===== src/rtl/adc_ad7980_pkg.sv =====
// ============================================================================
//  Module   : adc_ad7980_pkg
//  Purpose  : Shared types and helpers for the AD7980-style ADC reader.
//  Revision : 1.0 - initial release
// ============================================================================
`default_nettype none

package adc_ad7980_pkg;

    // Reader sequencing: wait for trigger, hold CNV, clock the result out, hand it off
    typedef enum logic [1:0] {
        IDLE  = 2'd0,
        CONV  = 2'd1,
        READ  = 2'd2,
        STORE = 2'd3
    } adc_state_t;

    // Shortest sample period that keeps every trigger landing in IDLE:
    // CONV cycles + full SCK burst + STORE cycle + the IDLE cycle that sees the trigger.
    function automatic int min_period(input int conv, input int div, input int w);
        return conv + 2 * div * w + 2;
    endfunction

endpackage

`default_nettype wire


===== src/rtl/spi_sclk_gen.sv =====
// ============================================================================
//  Module   : spi_sclk_gen
//  Purpose  : SPI clock generator. A start pulse launches a free-running SCK
//             (CLK_DIV cycles low, then CLK_DIV cycles high, repeating) until
//             stop. rise_stb/fall_stb flag the cycle whose closing mclk edge
//             moves sclk 0->1 / 1->0, so a consumer can act on that same edge.
//  Revision : 1.0 - initial release
// ============================================================================
`default_nettype none

module spi_sclk_gen #(
    parameter int CLK_DIV = 2
) (
    input  logic mclk,
    input  logic rst,
    input  logic start,
    input  logic stop,
    output logic sclk,
    output logic rise_stb,
    output logic fall_stb
);

    localparam int             CW         = (CLK_DIV > 1) ? $clog2(CLK_DIV) : 1;
    localparam logic [CW-1:0]  C_DIV_LAST = CW'(CLK_DIV - 1);

    logic          r_active;
    logic [CW-1:0] r_div_cnt;
    logic          r_sclk;
    logic          w_edge;

    assign w_edge   = r_active && (r_div_cnt == C_DIV_LAST);
    assign rise_stb = w_edge && !r_sclk;
    assign fall_stb = w_edge &&  r_sclk;
    assign sclk     = r_sclk;

    // Half-period divider; stop (and reset) forces sclk back to its idle-low level
    always_ff @(posedge mclk) begin
        if (rst || stop) begin
            r_active  <= 1'b0;
            r_div_cnt <= '0;
            r_sclk    <= 1'b0;
        end else if (start) begin
            r_active  <= 1'b1;
            r_div_cnt <= '0;
            r_sclk    <= 1'b0;
        end else if (r_active) begin
            if (w_edge) begin
                r_div_cnt <= '0;
                r_sclk    <= ~r_sclk;
            end else begin
                r_div_cnt <= r_div_cnt + CW'(1);
            end
        end
    end

endmodule

`default_nettype wire


===== src/rtl/adc_ad7980_reader.sv =====
// ============================================================================
//  Module   : adc_ad7980_reader
//  Purpose  : 3-wire SPI master for an AD7980-style 16-bit ADC. A sample timer
//             paces conversions; each one raises CNV, clocks the result out
//             MSB first and offers it on an AXI-Stream master port. A sample
//             that completes while the previous one is still unaccepted is
//             dropped and flagged on overrun.
//  Revision : 1.0 - initial release
// ============================================================================
`default_nettype none

module adc_ad7980_reader
    import adc_ad7980_pkg::*;
#(
    parameter int DATA_W        = 16,
    parameter int CLK_DIV       = 2,
    parameter int CONV_CYCLES   = 36,
    // Tightest legal period for the other defaults (36 + 64 + 2)
    parameter int SAMPLE_PERIOD = 102
) (
    input  logic              mclk,
    input  logic              rst,
    input  logic              en,
    output logic              cnv,
    output logic              sclk,
    input  logic              miso,
    output logic              m_axis_valid,
    input  logic              m_axis_ready,
    output logic [DATA_W-1:0] m_axis_data,
    output logic              overrun
);

    localparam int TW  = (SAMPLE_PERIOD > 1) ? $clog2(SAMPLE_PERIOD) : 1;
    localparam int CCW = (CONV_CYCLES > 1) ? $clog2(CONV_CYCLES) : 1;
    localparam int BW  = $clog2(DATA_W + 1);

    localparam logic [TW-1:0]  C_TIMER_LAST = TW'(SAMPLE_PERIOD - 1);
    localparam logic [CCW-1:0] C_CONV_LAST  = CCW'(CONV_CYCLES - 1);
    localparam logic [BW-1:0]  C_BITS       = BW'(DATA_W);

    generate
        if (SAMPLE_PERIOD < min_period(CONV_CYCLES, CLK_DIV, DATA_W) ||
            CLK_DIV < 1 || DATA_W < 2 || CONV_CYCLES < 1) begin : g_param_check
            $fatal(1, "adc_ad7980_reader: illegal parameter set");
        end
    endgenerate

    adc_state_t        r_state;
    logic [TW-1:0]     r_timer;
    logic [CCW-1:0]    r_conv_cnt;
    logic [BW-1:0]     r_bit_cnt;
    logic [DATA_W-1:0] r_shift;
    logic [DATA_W-1:0] r_data;
    logic              r_valid;
    logic              r_cnv;
    logic              r_overrun;

    logic w_trigger;
    logic w_sclk_start;
    logic w_sclk_stop;
    logic w_rise;
    logic w_fall;

    assign w_trigger    = en && (r_timer == C_TIMER_LAST);
    // SCK starts so that the first READ cycle is its first low cycle
    assign w_sclk_start = (r_state == CONV) && (r_conv_cnt == C_CONV_LAST);
    // The last falling edge ends the burst and leaves sclk idling low
    assign w_sclk_stop  = (r_state == READ) && w_fall && (r_bit_cnt == C_BITS);

    spi_sclk_gen #(
        .CLK_DIV (CLK_DIV)
    ) u_sclk_gen (
        .mclk     (mclk),
        .rst      (rst),
        .start    (w_sclk_start),
        .stop     (w_sclk_stop),
        .sclk     (sclk),
        .rise_stb (w_rise),
        .fall_stb (w_fall)
    );

    // Free-running sample timer, parked at zero while disabled
    always_ff @(posedge mclk) begin
        if (rst || !en) begin
            r_timer <= '0;
        end else if (r_timer == C_TIMER_LAST) begin
            r_timer <= '0;
        end else begin
            r_timer <= r_timer + TW'(1);
        end
    end

    // Conversion sequencer plus the AXI-Stream output register
    always_ff @(posedge mclk) begin
        if (rst) begin
            r_state    <= IDLE;
            r_cnv      <= 1'b0;
            r_conv_cnt <= '0;
            r_bit_cnt  <= '0;
            r_shift    <= '0;
            r_data     <= '0;
            r_valid    <= 1'b0;
            r_overrun  <= 1'b0;
        end else begin
            r_overrun <= 1'b0;
            if (r_valid && m_axis_ready) begin
                r_valid <= 1'b0;
            end
            case (r_state)
                IDLE: begin
                    if (w_trigger) begin
                        r_state    <= CONV;
                        r_cnv      <= 1'b1;
                        r_conv_cnt <= '0;
                    end
                end
                CONV: begin
                    if (r_conv_cnt == C_CONV_LAST) begin
                        r_cnv     <= 1'b0;
                        r_bit_cnt <= '0;
                        r_state   <= READ;
                    end else begin
                        r_conv_cnt <= r_conv_cnt + CCW'(1);
                    end
                end
                READ: begin
                    // SDO is stable across the rising edge; it changes on the fall
                    if (w_rise) begin
                        r_shift   <= {r_shift[DATA_W-2:0], miso};
                        r_bit_cnt <= r_bit_cnt + BW'(1);
                    end
                    if (w_sclk_stop) begin
                        r_state <= STORE;
                    end
                end
                STORE: begin
                    // Load when the slot is empty or is being emptied this cycle
                    if (!r_valid || m_axis_ready) begin
                        r_data  <= r_shift;
                        r_valid <= 1'b1;
                    end else begin
                        r_overrun <= 1'b1;
                    end
                    r_state <= IDLE;
                end
                default: r_state <= IDLE;
            endcase
        end
    end

`ifndef SYNTHESIS
    // The period check should make a busy-time trigger impossible; flag it if it happens
    always_ff @(posedge mclk) begin
        if (!rst) begin
            assert (!(w_trigger && (r_state != IDLE)))
                else $error("adc_ad7980_reader: sample trigger while conversion in progress");
        end
    end
`endif

    assign cnv          = r_cnv;
    assign m_axis_valid = r_valid;
    assign m_axis_data  = r_data;
    assign overrun      = r_overrun;

endmodule

`default_nettype wire


===== config.mk =====
export PLATFORM = sky130hd
export DESIGN_NAME = adc_ad7980_reader
export DESIGN_NICKNAME = d
export VERILOG_FILES = /design/src/rtl/adc_ad7980_pkg.sv /design/src/rtl/spi_sclk_gen.sv /design/src/rtl/adc_ad7980_reader.sv
export SDC_FILE = /design/constraint.sdc
export NUM_CORES = 1
export LEC_CHECK = 0
export CORE_UTILIZATION = 38
export CTS_CLUSTER_SIZE = 10
export DETAILED_ROUTE_END_ITERATION = 8
export GPL_TIMING_DRIVEN = 0
export SYNTH_ARGS = -nofsm -noshare
export SYNTH_HDL_FRONTEND = slang
export SYNTH_SLANG_ARGS = --single-unit

===== constraint.sdc =====
create_clock -name mclk -period 3.9 [get_ports mclk]
set_input_delay 0.78 -clock mclk [delete_from_list [all_inputs] [get_ports mclk]]
set_output_delay 0.78 -clock mclk [all_outputs]
set_load 0.02 [all_outputs]

# Word level (Yosys, flattened, before mapping)

Index checks and enable logic that the tools add are counted.

Output and inout port bits: 20
Input port bits: 5
Flip-flop bits (word level): 58

Reduce and logical (&&, ||, !) cells: 27
Muxes and demuxes: 18
Equal/unequal tests: 11
Add/subtract/negate cells: 4
Bitwise logic cells: 2

Operators by type and width:

| kind                                                                     | number |
|---|---|
| 6-bit 2-to-1 mux                                                         | 2 |
| 6-bit one-hot mux with 2 select lines                                    | 1 |
| 3-bit AND reduction                                                      | 4 |
| 5-bit 2-to-1 mux                                                         | 2 |
| 5-bit one-hot mux with 2 select lines                                    | 1 |
| 1-bit logical AND                                                        | 8 |
| 2-bit one-hot mux with 4 select lines                                    | 1 |
| 7-bit by 1-bit adder with 7-bit output (second input constant)           | 1 |
| 7-bit equality test (second input constant)                              | 1 |
| 1-bit 2-to-1 mux                                                         | 7 |
| 6-bit by 1-bit adder with 6-bit output (second input constant)           | 1 |
| 6-bit equality test (second input constant)                              | 1 |
| 2-bit 2-to-1 mux                                                         | 3 |
| 2-bit by 1-bit inequality test with 1-bit output (second input constant) | 3 |
| 2-bit AND reduction                                                      | 3 |
| 2-bit OR reduction                                                       | 3 |
| 5-bit by 1-bit adder with 5-bit output (second input constant)           | 1 |
| 5-bit equality test (second input constant)                              | 1 |
| 2-bit equality test (second input constant)                              | 2 |
| 2-bit inequality test (second input constant)                            | 2 |
| 2-bit nonzero test                                                       | 2 |
| 1-bit logical NOT                                                        | 3 |
| 1-bit logical OR                                                         | 3 |
| 2-bit by 1-bit equality test with 1-bit output (second input constant)   | 1 |
| other kinds (4)                                                          | 5 |

# Logic depth before layout (Yosys ltp)

Gate-level depths: netlist (run 1).

Depth in word-level cells: 6
Gate-level depth with buffers: 8
Mapped depth without buffers: 6

# By module

A second synthesis (run 1) with hierarchy kept.

Cell total of the unflattened synthesis: 293
Area total of the unflattened synthesis: 2,449.8 um2

Modules (own cells, without submodules):

| module            | times used | area each (um2) | cells an instance | sequential area each (um2) |
|---|---|---|---|---|
| adc_ad7980_reader | 1          | 2,322.2         | 281               | 1,101.1 |
| spi_sclk_gen      | 1          | 127.6           | 12                | 60.1 |

# Worst setup path after synthesis (run 1)

OpenSTA, ideal clock, no wires.

Path type: input port to flip-flop
Start: input port en
End: register r_conv_cnt[0]
Stages on the path: 5
Arrival time: 1.833 ns
Buffers on the path: 1
Path slack: 1.997 ns
Setup time: 0.070 ns
Cell sequence: nand3_1 > o31a_1 > buf_6 > or4b_1 > a21oi_1

Word-level cells in the longest chain between the ends: 3

Ends and longest elaborated chain:

| item                                   | RTL line                 | RTL |
|---|---|---|
| start: declaration                     | adc_ad7980_reader.sv:23  | `input logic en,` |
| 1-bit logical AND                      | adc_ad7980_reader.sv:64  | `assign w_trigger = en && (r_timer == C_TIMER_LAST);` |
| 2-bit inequality test (no source line) | n/a                      |  |
| 3-bit AND reduction (no source line)   | n/a                      |  |
| end signal: assignment                 | adc_ad7980_reader.sv:123 | `r_conv_cnt <= r_conv_cnt + CCW'(1);` |
| end: declaration                       | adc_ad7980_reader.sv:50  | `logic [CCW-1:0] r_conv_cnt;` |

Every way passes these cells.
A chain may end at the register's enable or synchronous reset.

# Worst setup path after layout (run 1)

Start: register u_sclk_gen.r_sclk, in the netlist u_sclk_gen.sclk
End: output port sclk

RTL lines:

| item                     | RTL line                | RTL |
|---|---|---|
| start: declaration       | spi_sclk_gen.sv:28      | `logic r_sclk;` |
| start signal: assignment | spi_sclk_gen.sv:49      | `r_sclk <= ~r_sclk;` |
| end: declaration         | adc_ad7980_reader.sv:25 | `output logic sclk,` |

No word-level cell between the ends.

==> out/metrics.csv, run 1 <==
metric;value;unit
yosysWarnings;0;
power.density;426;mW/mm^2
hold_depth;2;
start_util;40.3;%
synth_area_per_cell;8.45;sq um
cts_buffers;9;
required;3.12;ns
post-route-period-util;55.8;%
fin_crit;2.18;ns
fin_skew;0.00768;ns
synth_edf_count;0;
grt_pass1_vias;1829;
grt_overflow_total;0;
clk_latency;0.33;ns
ys_seq_elements;58;
avgViaCountPerCell;5.04;
routed_wirelength;5020;um
finalHoldViolCount;0;
clk_pin_slew_worst_paths;0.06;ns
r2r_slack;1.85;ns
antenna_left;0;
ctsHtreeMaxLevel;3;
synthCells;291;
rsz0062_at_grt;false;
wire_per_inst;12.4;um
async_reset_ff_share;0;%
max_stage_delay;0.64;ns
antenna_found_initial;0;
hold_path_end;m_axis_data[6]$_SDFFE_PP0P_;
vias;2042;
post_cts_resized;0;
startpoint_type;flip-flop;
worst_slew_pin_slew;0.560;ns
totalNegativeSetupSlack;0;ns
mostFrequentLayoutCells;nand2_1, dfxtp_1, a21oi_1;
dpl.hpwl;3480;um
die_y;82.4;um
cts_tree;built;
finalPower;1.29;mW
cts_max_path_buffers;2;
grt_pass1_wl;8460;um
max-cap-violations;0;
critical-path-top-delay-family;buffers and inverters;
min_path_type;reg -> reg;
slew_headroom;62.5;%
worstPathMaxFanout;5;
drt_iter0_markers;90;
netlist_area;0.00246;sq mm
endpoint_kind;output pin;
arrival;1.40;ns
syn-num-nets;307;
gp_congestion;0.729;
peakVddDrop;0.251;mV
coreArea;0.00610;sq mm
ios;25;
syn_to_final_growth;23.1;%
maxSlewViolCount;0;
numClockSinks;58;
drc;0;
setup_viol;0;
dr.pass1.iters;4;
grt_use_total;16.8;%
crit-reg2reg-capture;r_bit_cnt[3]$_SDFFE_PP0P_;
crit_slowest_cell;clkdlybuf4s50_1;
io_buffer_count;23;
rr_worst_depth;8;
drive_above_1_share;6.67;%
status;completed;
grt_max_degree;11;
power.leakage;1.02;nW
fmax;459;MHz
synth_cell_types;41;
criticalPathCategory;reg -> out;
worst-path-buf-inv;1;
ys.flop_type;dfxtp_1;
yosysSeqAreaShare;47.2;%
die_area;0.00680;sq mm
path_cells;clkdlybuf4s50_1;
worstHoldStart;m_axis_data[6]$_SDFFE_PP0P_;
die_x;82.4;um
post_cts_buffers;0;
mostFrequentLayoutCell;nand2_1;
nNetsFinal;341;
hold_ws;0.457;ns
clockRootBuffer;clkbuf_8;
rows;28;
diodes;0;
r2r_start;r_state[0]$_SDFFE_PP0P_;
hold_buffers;0;
-- cells by family after synthesis --
family | count (synthesis) | synth area share, %
AO/OA/AOI/OAI | 66 | 15.9
flip-flops | 58 | 47.2
adder cells (fa/ha/maj) | 11 | 5.60
AND/OR/NAND/NOR | 122 | 24.0
buffers and inverters | 26 | 4.38
XOR/XNOR | 7 | 2.49
multiplexers | 1 | 0.407
-- sequential cells by signal, indices dropped and copies added (netlist names) --
| signal | count |
|---|---|
| cnv | 1 |
| m_axis_data | 16 |
| m_axis_valid | 1 |
| overrun | 1 |
| r_bit_cnt | 5 |
| r_conv_cnt | 6 |
| r_shift | 16 |
| r_state | 2 |
| r_timer | 7 |
| u_sclk_gen.r_active | 1 |
| u_sclk_gen.r_div_cnt | 1 |
| u_sclk_gen.sclk | 1 |
-- metrics by stage --
stage                     instances  worst slack (ns)  area, sq um  utilization (%)
after floorplan                 291              2.00         2460                -
after global placement          389              1.39         2780             45.6
after detailed placement        389              1.39         2780             45.6
after CTS                       405              1.70         3030             49.7
after global routing            405              1.57         3030             49.7
final                           405              1.72         3030             49.7
-- metal layers --
| layer | up-vias | GRT usage [%] | wire length [um] |
|---|---|---|---|
| met5 | - | 0 | 0 |
| li1 | 1062 | - | - |
| met2 | 29 | 24.0 | 2140 |
| met3 | 7 | 3.74 | 152 |
| met1 | 944 | 23.5 | 2640 |
| met4 | 0 | 8.95 | 86 |
-- synth_stat cells (all sizes together), types with 2 or more instances --
| master | count | area share (%) |
|---|---|---|
| xor2 | 3 | 1.1 |
| clkbuf | 10 | 1.5 |
| nand2 | 73 | 11 |
| or4 | 4 | 1.2 |
| and2 | 2 | 0.51 |
| inv | 11 | 1.7 |
| xnor2 | 4 | 1.4 |
| nand2b | 3 | 0.76 |
| o31ai | 4 | 1.2 |
| nand4 | 3 | 0.76 |
| ha | 11 | 5.6 |
| buf | 5 | 1.2 |
| nand3 | 9 | 1.8 |
| a21oi | 41 | 8.3 |
| o32ai | 2 | 0.71 |
| a31oi | 3 | 0.76 |
| o21ai | 6 | 1.2 |
| nor3 | 2 | 0.41 |
| and3 | 4 | 1.0 |
| o211ai | 3 | 0.92 |
| dfxtp | 58 | 47 |
| nor2 | 13 | 2.0 |
-- where the power goes --
part | total [mW] | internal, mW | switching, mW
Combinational | 0.0182 | 0.00541 | 0.0128
Clock | 0.677 | 0.444 | 0.233
Sequential | 0.594 | 0.593 | 0.000881
Total | 1.29 | 1.04 | 0.247
-- how the worst max path moves through the flow --
stage	startpoint	cells past startpoint	to
3_3_place_gp	m_axis_ready	7	m_axis_data[5]$_SDFFE_PP0P_
6_report	u_sclk_gen.sclk$_SDFFE_PP0P_	1	sclk
5_1_grt	m_axis_ready	7	m_axis_data[5]$_SDFFE_PP0P_
2_1_floorplan	en	5	r_conv_cnt[0]$_SDFFE_PP0P_
3_5_place_dp	m_axis_ready	7	m_axis_data[5]$_SDFFE_PP0P_
4_1_cts	u_sclk_gen.sclk$_SDFFE_PP0P_	1	sclk
-- area by class of cell --
class	count	area [sq um]
plain buffers	15	66.3
multi-input cells	207	1190
clock buffers	12	145
flip-flops and latches	58	1160
inverters	11	41.3
clock inverters	4	98.8
repair buffers	23	230
well taps	75	93.8
fillers	597	3070
Power figures use the tool's default switching activity.
==> run 2: changes to the inputs <==
Clock period 3.9 ns to 2.1 ns, I/O delays scaled along.
==> out/metrics.csv, run 2 (synthesis results as in run 1) <==
metric;value;unit;change
fmax;509;MHz;
path_cells;inv_1 > ha_1 > buf_2 > and4b_1 > clkbuf_4 > nor2_2 > or4_1 > a21oi_1;;
mostFrequentLayoutCell;nand2_1;;
status;completed;;
num-fill-cells;595;;-0.34%
clk_latency;0.33;ns;about the same
dpl.hpwl;3480;um;unchanged
hold_depth;2;;unchanged
antenna_found_initial;0;;unchanged
endpoint_kind;flip-flop;;
grt_pass1_vias;1829;;unchanged
max-cap-violations;0;;unchanged
clockRootBuffer;clkbuf_8;;
rows;28;;unchanged
post-route-util;49.7;%;+0.082 points
wire_per_inst;12.4;um;-0.38%
final_cells;405;;unchanged
post-route-period-util;93.6;%;
crit-reg2reg-capture;r_bit_cnt[3]$_SDFFE_PP0P_;;
nNetsFinal;341;;unchanged
clk_pin_slew_worst_paths;0.07;ns;about the same
fin_skew;0.00796;ns;+0.000276 ns
startpoint_type;flip-flop;;
antenna_left;0;;unchanged
min_path_type;reg -> reg;;
maxSlewViolCount;0;;unchanged
post_cts_resized;0;;unchanged
grt_overflow_total;0;;unchanged
peakVddDrop;0.466;mV;+86%
worstHoldStart;m_axis_data[6]$_SDFFE_PP0P_;;
totalNegativeSetupSlack;0;ns;unchanged
hold_buffers;0;;unchanged
grt_use_total;16.8;%;unchanged
routed_wirelength;5010;um;-0.38%
io_buffer_count;23;;unchanged
coreArea;0.00610;sq mm;unchanged
drive_above_1_share;6.97;%;+0.30 points
max_stage_delay;0.47;ns;-0.17 ns
grt_max_degree;11;;unchanged
power.leakage;1.02;nW;about the same
ctsHtreeMaxLevel;3;;unchanged
placed_cells_incl_taps;389;;unchanged
worst-path-buf-inv;3;;+2
die_y;82.4;um;unchanged
syn_to_final_growth;23.3;%;
die_x;82.4;um;unchanged
crit_slowest_cell;or4_1;;
cts_buffers;9;;unchanged
critical-path-top-delay-family;simple AND/OR/NAND/NOR gates;;
mostFrequentLayoutCells;nand2_1, dfxtp_1, a21oi_1;;
drc;0;;unchanged
ios;25;;unchanged
worst_slew_pin_slew;0.560;ns;unchanged
grt_pass1_wl;8460;um;unchanged
post_cts_buffers;0;;unchanged
arrival;2.22;ns;+0.82 ns
fin_crit;1.96;ns;
slew_headroom;62.5;%;unchanged
diodes;0;;unchanged
criticalPathCategory;reg -> reg;;
r2r_slack;0.14;ns;-1.71 ns
hold_path_end;m_axis_data[6]$_SDFFE_PP0P_;;
finalHoldViolCount;0;;unchanged
vias;2039;;-0.15%
numClockSinks;58;;unchanged
power.density;789;mW/mm^2;+85%
gp_congestion;0.729;;unchanged
drt_iter0_markers;85;;-5.6%
start_util;40.3;%;unchanged
cts_max_path_buffers;2;;unchanged
rsz0062_at_grt;false;;
finalPower;2.39;mW;+86%
avgViaCountPerCell;5.03;;-0.15%
r2r_start;r_state[0]$_SDFFE_PP0P_;;
cts_tree;built;;
die_area;0.00680;sq mm;unchanged
setup_viol;0;;unchanged
worstPathMaxFanout;10;;+5
required;2.36;ns;-0.76 ns
dr.pass1.iters;4;;unchanged
rr_worst_depth;8;;unchanged
run 2: worst max-delay path by stage:
| stage | startpoint | endpoint | slack, ns | cells past startpoint |
|---|---|---|---|---|
| 6_report | r_state[0]$_SDFFE_PP0P_ | r_bit_cnt[3]$_SDFFE_PP0P_ | 0.14 | 8 |
| 5_1_grt | r_state[0]$_SDFFE_PP0P_ | r_bit_cnt[3]$_SDFFE_PP0P_ | 0.005 | 8 |
| 4_1_cts | r_state[0]$_SDFFE_PP0P_ | r_bit_cnt[3]$_SDFFE_PP0P_ | 0.05 | 8 |
| 3_5_place_dp | m_axis_ready | m_axis_data[5]$_SDFFE_PP0P_ | -0.05 | 7 |
| 3_3_place_gp | m_axis_ready | m_axis_data[5]$_SDFFE_PP0P_ | -0.05 | 7 |
| 2_1_floorplan | r_state[0]$_SDFFE_PP0P_ | r_bit_cnt[3]$_SDFFE_PP0P_ | 0.30 | 8 |
run 2: area by class of cell:
type	instances	area [sq um]	area share, %
multi-input cells	207	1190	39.3
flip-flops and latches	58	1160	38.3
repair buffers	23	230	7.59
clock buffers	12	145	4.79
clock inverters	4	98.8	3.26
well taps	75	93.8	3.10
plain buffers	15	68.8	2.27
inverters	11	41.3	1.36
run 2: report_power, final:
part           internal, mW  total, mW  switching [mW]
Combinational        0.0101     0.0338          0.0237
Clock                 0.824       1.26           0.432
Sequential             1.10       1.10         0.00164
run 2: layer usage:
layer / global-route usage [%] / part of all wire, % / up-vias
met5: 0 / 0 / -
met1: 23.5 / 53 / 939
li1: - / - / 1063
met3: 3.74 / 3.0 / 7
met4: 8.95 / 1.7 / 0
met2: 24.0 / 42 / 30
run 2: worst reg2reg max path, stage by stage (launching register included):
cell      delay (ns)
dfxtp_1         0.36
inv_1           0.12
ha_1            0.14
buf_2           0.17
and4b_1         0.19
clkbuf_4        0.20
nor2_2          0.09
or4_1           0.47
a21oi_1         0.15
run 2: metrics by stage:
stage / hold slack, ns / area [sq um] / worst slack (ns)
floorplan: 0.429 / 2460 / 0.296
global placement: 0.444 / 2780 / -0.0465
detailed placement: 0.448 / 2780 / -0.0504
CTS: 0.457 / 3030 / 0.0507
global route: 0.474 / 3030 / 0.00521
finish: 0.457 / 3030 / 0.135
==> run 3: changes to the inputs <==
Settings changed: CTS_BUF_LIST set to sky130_fd_sc_hd__clkbuf_4.
Clock period 2.1 ns to 2.45 ns, I/O delays scaled along.
==> out/metrics.csv, run 3 (synthesis results as in run 1) <==
metric;value;unit;change
arrival;2.37;ns;+0.15 ns
dpl.hpwl;3480;um;unchanged
placed_cells_incl_taps;389;;unchanged
rr_worst_depth;8;;unchanged
worstHoldStart;m_axis_data[6]$_SDFFE_PP0P_;;
cts_buffers;9;;unchanged
maxSlewViolCount;0;;unchanged
power.density;628;mW/mm^2;-20%
clk_pin_slew_worst_paths;0.11;ns;+0.04 ns
crit_slowest_cell;or4_1;;
grt_pass1_vias;1828;;-0.055%
criticalPathCategory;reg -> reg;;
post_cts_resized;0;;unchanged
dr.pass1.iters;4;;unchanged
clk_latency;0.39;ns;+0.06 ns
cts_tree;built;;
r2r_slack;0.40;ns;+0.26 ns
r2r_start;r_state[0]$_SDFFE_PP0P_;;
vias;2034;;-0.25%
clockRootBuffer;clkbuf_4;;
finalHoldViolCount;0;;unchanged
status;completed;;
coreArea;0.00610;sq mm;unchanged
critical-path-top-delay-family;simple AND/OR/NAND/NOR gates;;
avgViaCountPerCell;5.02;;-0.25%
die_x;82.4;um;unchanged
gp_congestion;0.729;;unchanged
endpoint_kind;flip-flop;;
drt_iter0_markers;97;;+14%
drive_above_1_share;6.97;%;unchanged
antenna_found_initial;0;;unchanged
power.leakage;0.996;nW;-2.2%
grt.met3_usage;3.74;%;unchanged
grt_max_degree;11;;unchanged
grt_use_total;16.7;%;-0.14 points
mostFrequentLayoutCell;nand2_1;;
die_area;0.00680;sq mm;unchanged
intPower;1.49;mW;-23%
hold_depth;2;;unchanged
comb_power_share;1.6;%;+0.2 points
rows;28;;unchanged
cts_max_path_buffers;2;;unchanged
crit-reg2reg-capture;r_bit_cnt[3]$_SDFFE_PP0P_;;
totalNegativeSetupSlack;0;ns;unchanged
p_sw;0.373;mW;-18%
busiest_layer;met2;;
start_util;40.3;%;unchanged
worst-path-buf-inv;3;;unchanged
worst_slew_pin_slew;0.566;ns;+0.00606 ns
max-cap-violations;0;;unchanged
clock_power_share;47.8;%;-4.7 points
post_cts_buffers;0;;unchanged
min_path_type;reg -> reg;;
peakVddDrop;0.342;mV;-27%
pwr-share-seq;50.7;%;+4.6 points
startpoint_type;flip-flop;;
mostFrequentLayoutCells;nand2_1, dfxtp_1, a21oi_1;;
ios;25;;unchanged
hold_path_end;m_axis_data[6]$_SDFFE_PP0P_;;
grt_pass1_wl;8390;um;-0.82%
numClockSinks;58;;unchanged
routed_wirelength;4970;um;-0.74%
crit_top_cell;buf_2;;
io_buffer_count;23;;unchanged
grt_use_met2;24.0;%;+0.083 points
antenna_left;0;;unchanged
slew_headroom;62.1;%;-0.41 points
syn_to_final_growth;20.7;%;
hold_buffers;0;;unchanged
path_cells;inv_1 > ha_1 > buf_2 > and4b_1 > buf_2 > nor2_1 > or4_1 > a21oi_1;;
swShare;20.0;%;+0.90 points
grt_overflow_total;0;;unchanged
die_y;82.4;um;unchanged
post-route-period-util;83.8;%;-9.7 points
use_met1;23.2;%;-0.25 points
worstPathMaxFanout;10;;unchanged
diodes;0;;unchanged
max_stage_delay;0.48;ns;about the same
rsz0062_at_grt;false;;
fin_crit;2.05;ns;+0.0892 ns
fin_skew;0.0146;ns;+0.00668 ns
ctsHtreeMaxLevel;3;;unchanged
required;2.77;ns;+0.41 ns
wire_per_inst;12.3;um;-0.74%
num-fill-cells;617;;+3.7%
final_cells;405;;unchanged
fmax;487;MHz;-4.3%
setup_viol;0;;unchanged
drc;0;;unchanged
nNetsFinal;341;;unchanged
crit_start;r_state[0]$_SDFFE_PP0P_;;
[run 3: cell types whose count changed in the layout (fill, tap and decap cells not counted)]
| cell | before | now |
|---|---|---|
| buf_2 | 1 | 2 |
| nor2_1 | 12 | 13 |
| clkbuf_8 | 10 | 0 |
| nor2_2 | 1 | 0 |
| clkbuf_1 | 12 | 10 |
| clkinv_1 | 0 | 1 |
| clkbuf_4 | 1 | 11 |
[run 3: cell type report]
class | count | area, sq um | area share [%]
Sequential cell | 58 | 1160 | 39.1
Clock buffer | 11 | 82.6 | 2.78
Multi-Input combinational cell | 207 | 1190 | 40.1
Clock inverter | 5 | 103 | 3.46
Timing Repair Buffer | 23 | 230 | 7.76
Tap cell | 75 | 93.8 | 3.16
Buffer | 15 | 66.3 | 2.23
Inverter | 11 | 41.3 | 1.39
[run 3: power groups by stage]
stage | logic, mW | registers, mW | clock network (mW)
after floorplan | 0.0164 | 0.967 | 0
after global placement | 0.0292 | 0.967 | 0
after detailed placement | 0.0294 | 0.967 | 0
after CTS | 0.0293 | 0.945 | 0.912
after global routing | 0.0332 | 0.946 | 0.959
final | 0.0290 | 0.945 | 0.890
[run 3: worst max path at each step]
| stage | endpoint | slack [ns] | cells past startpoint |
|---|---|---|---|
| after floorplan | r_bit_cnt[3]$_SDFFE_PP0P_ | 0.65 | 8 |
| after detailed placement | m_axis_data[5]$_SDFFE_PP0P_ | 0.23 | 7 |
| after global routing | r_bit_cnt[3]$_SDFFE_PP0P_ | 0.24 | 8 |
| after CTS | r_bit_cnt[3]$_SDFFE_PP0P_ | 0.38 | 8 |
| final | r_bit_cnt[3]$_SDFFE_PP0P_ | 0.40 | 8 |
| after global placement | m_axis_data[5]$_SDFFE_PP0P_ | 0.23 | 7 |
[run 3: through the flow]
stage                     util (%)  worst slack, ns  hold WS, ns  area, sq um  power [mW]
after floorplan                  -            0.646        0.429         2460       0.983
after global placement        45.6            0.234        0.444         2780       0.996
after detailed placement      45.6            0.230        0.448         2780       0.996
after CTS                     48.7            0.384        0.462         2970        1.89
after global routing          48.7            0.240        0.480         2970        1.94
final                         48.7            0.396        0.461         2970        1.86
[run 3: worst register-to-register path, delay by kind of cell, from the launching register on]
kind | cells | cell delay, ns
AO/OA/AOI/OAI | 1 | 0.15
adder cells (fa/ha/maj) | 1 | 0.14
buffers and inverters | 3 | 0.50
flip-flops | 1 | 0.37
AND/OR/NAND/NOR | 3 | 0.83
[run 3: metal layers]
layer	wire length [um]	vias up
li1	-	1063
met1	2620	920
met2	2090	41
met3	171	10
met4	89	0
met5	0	-
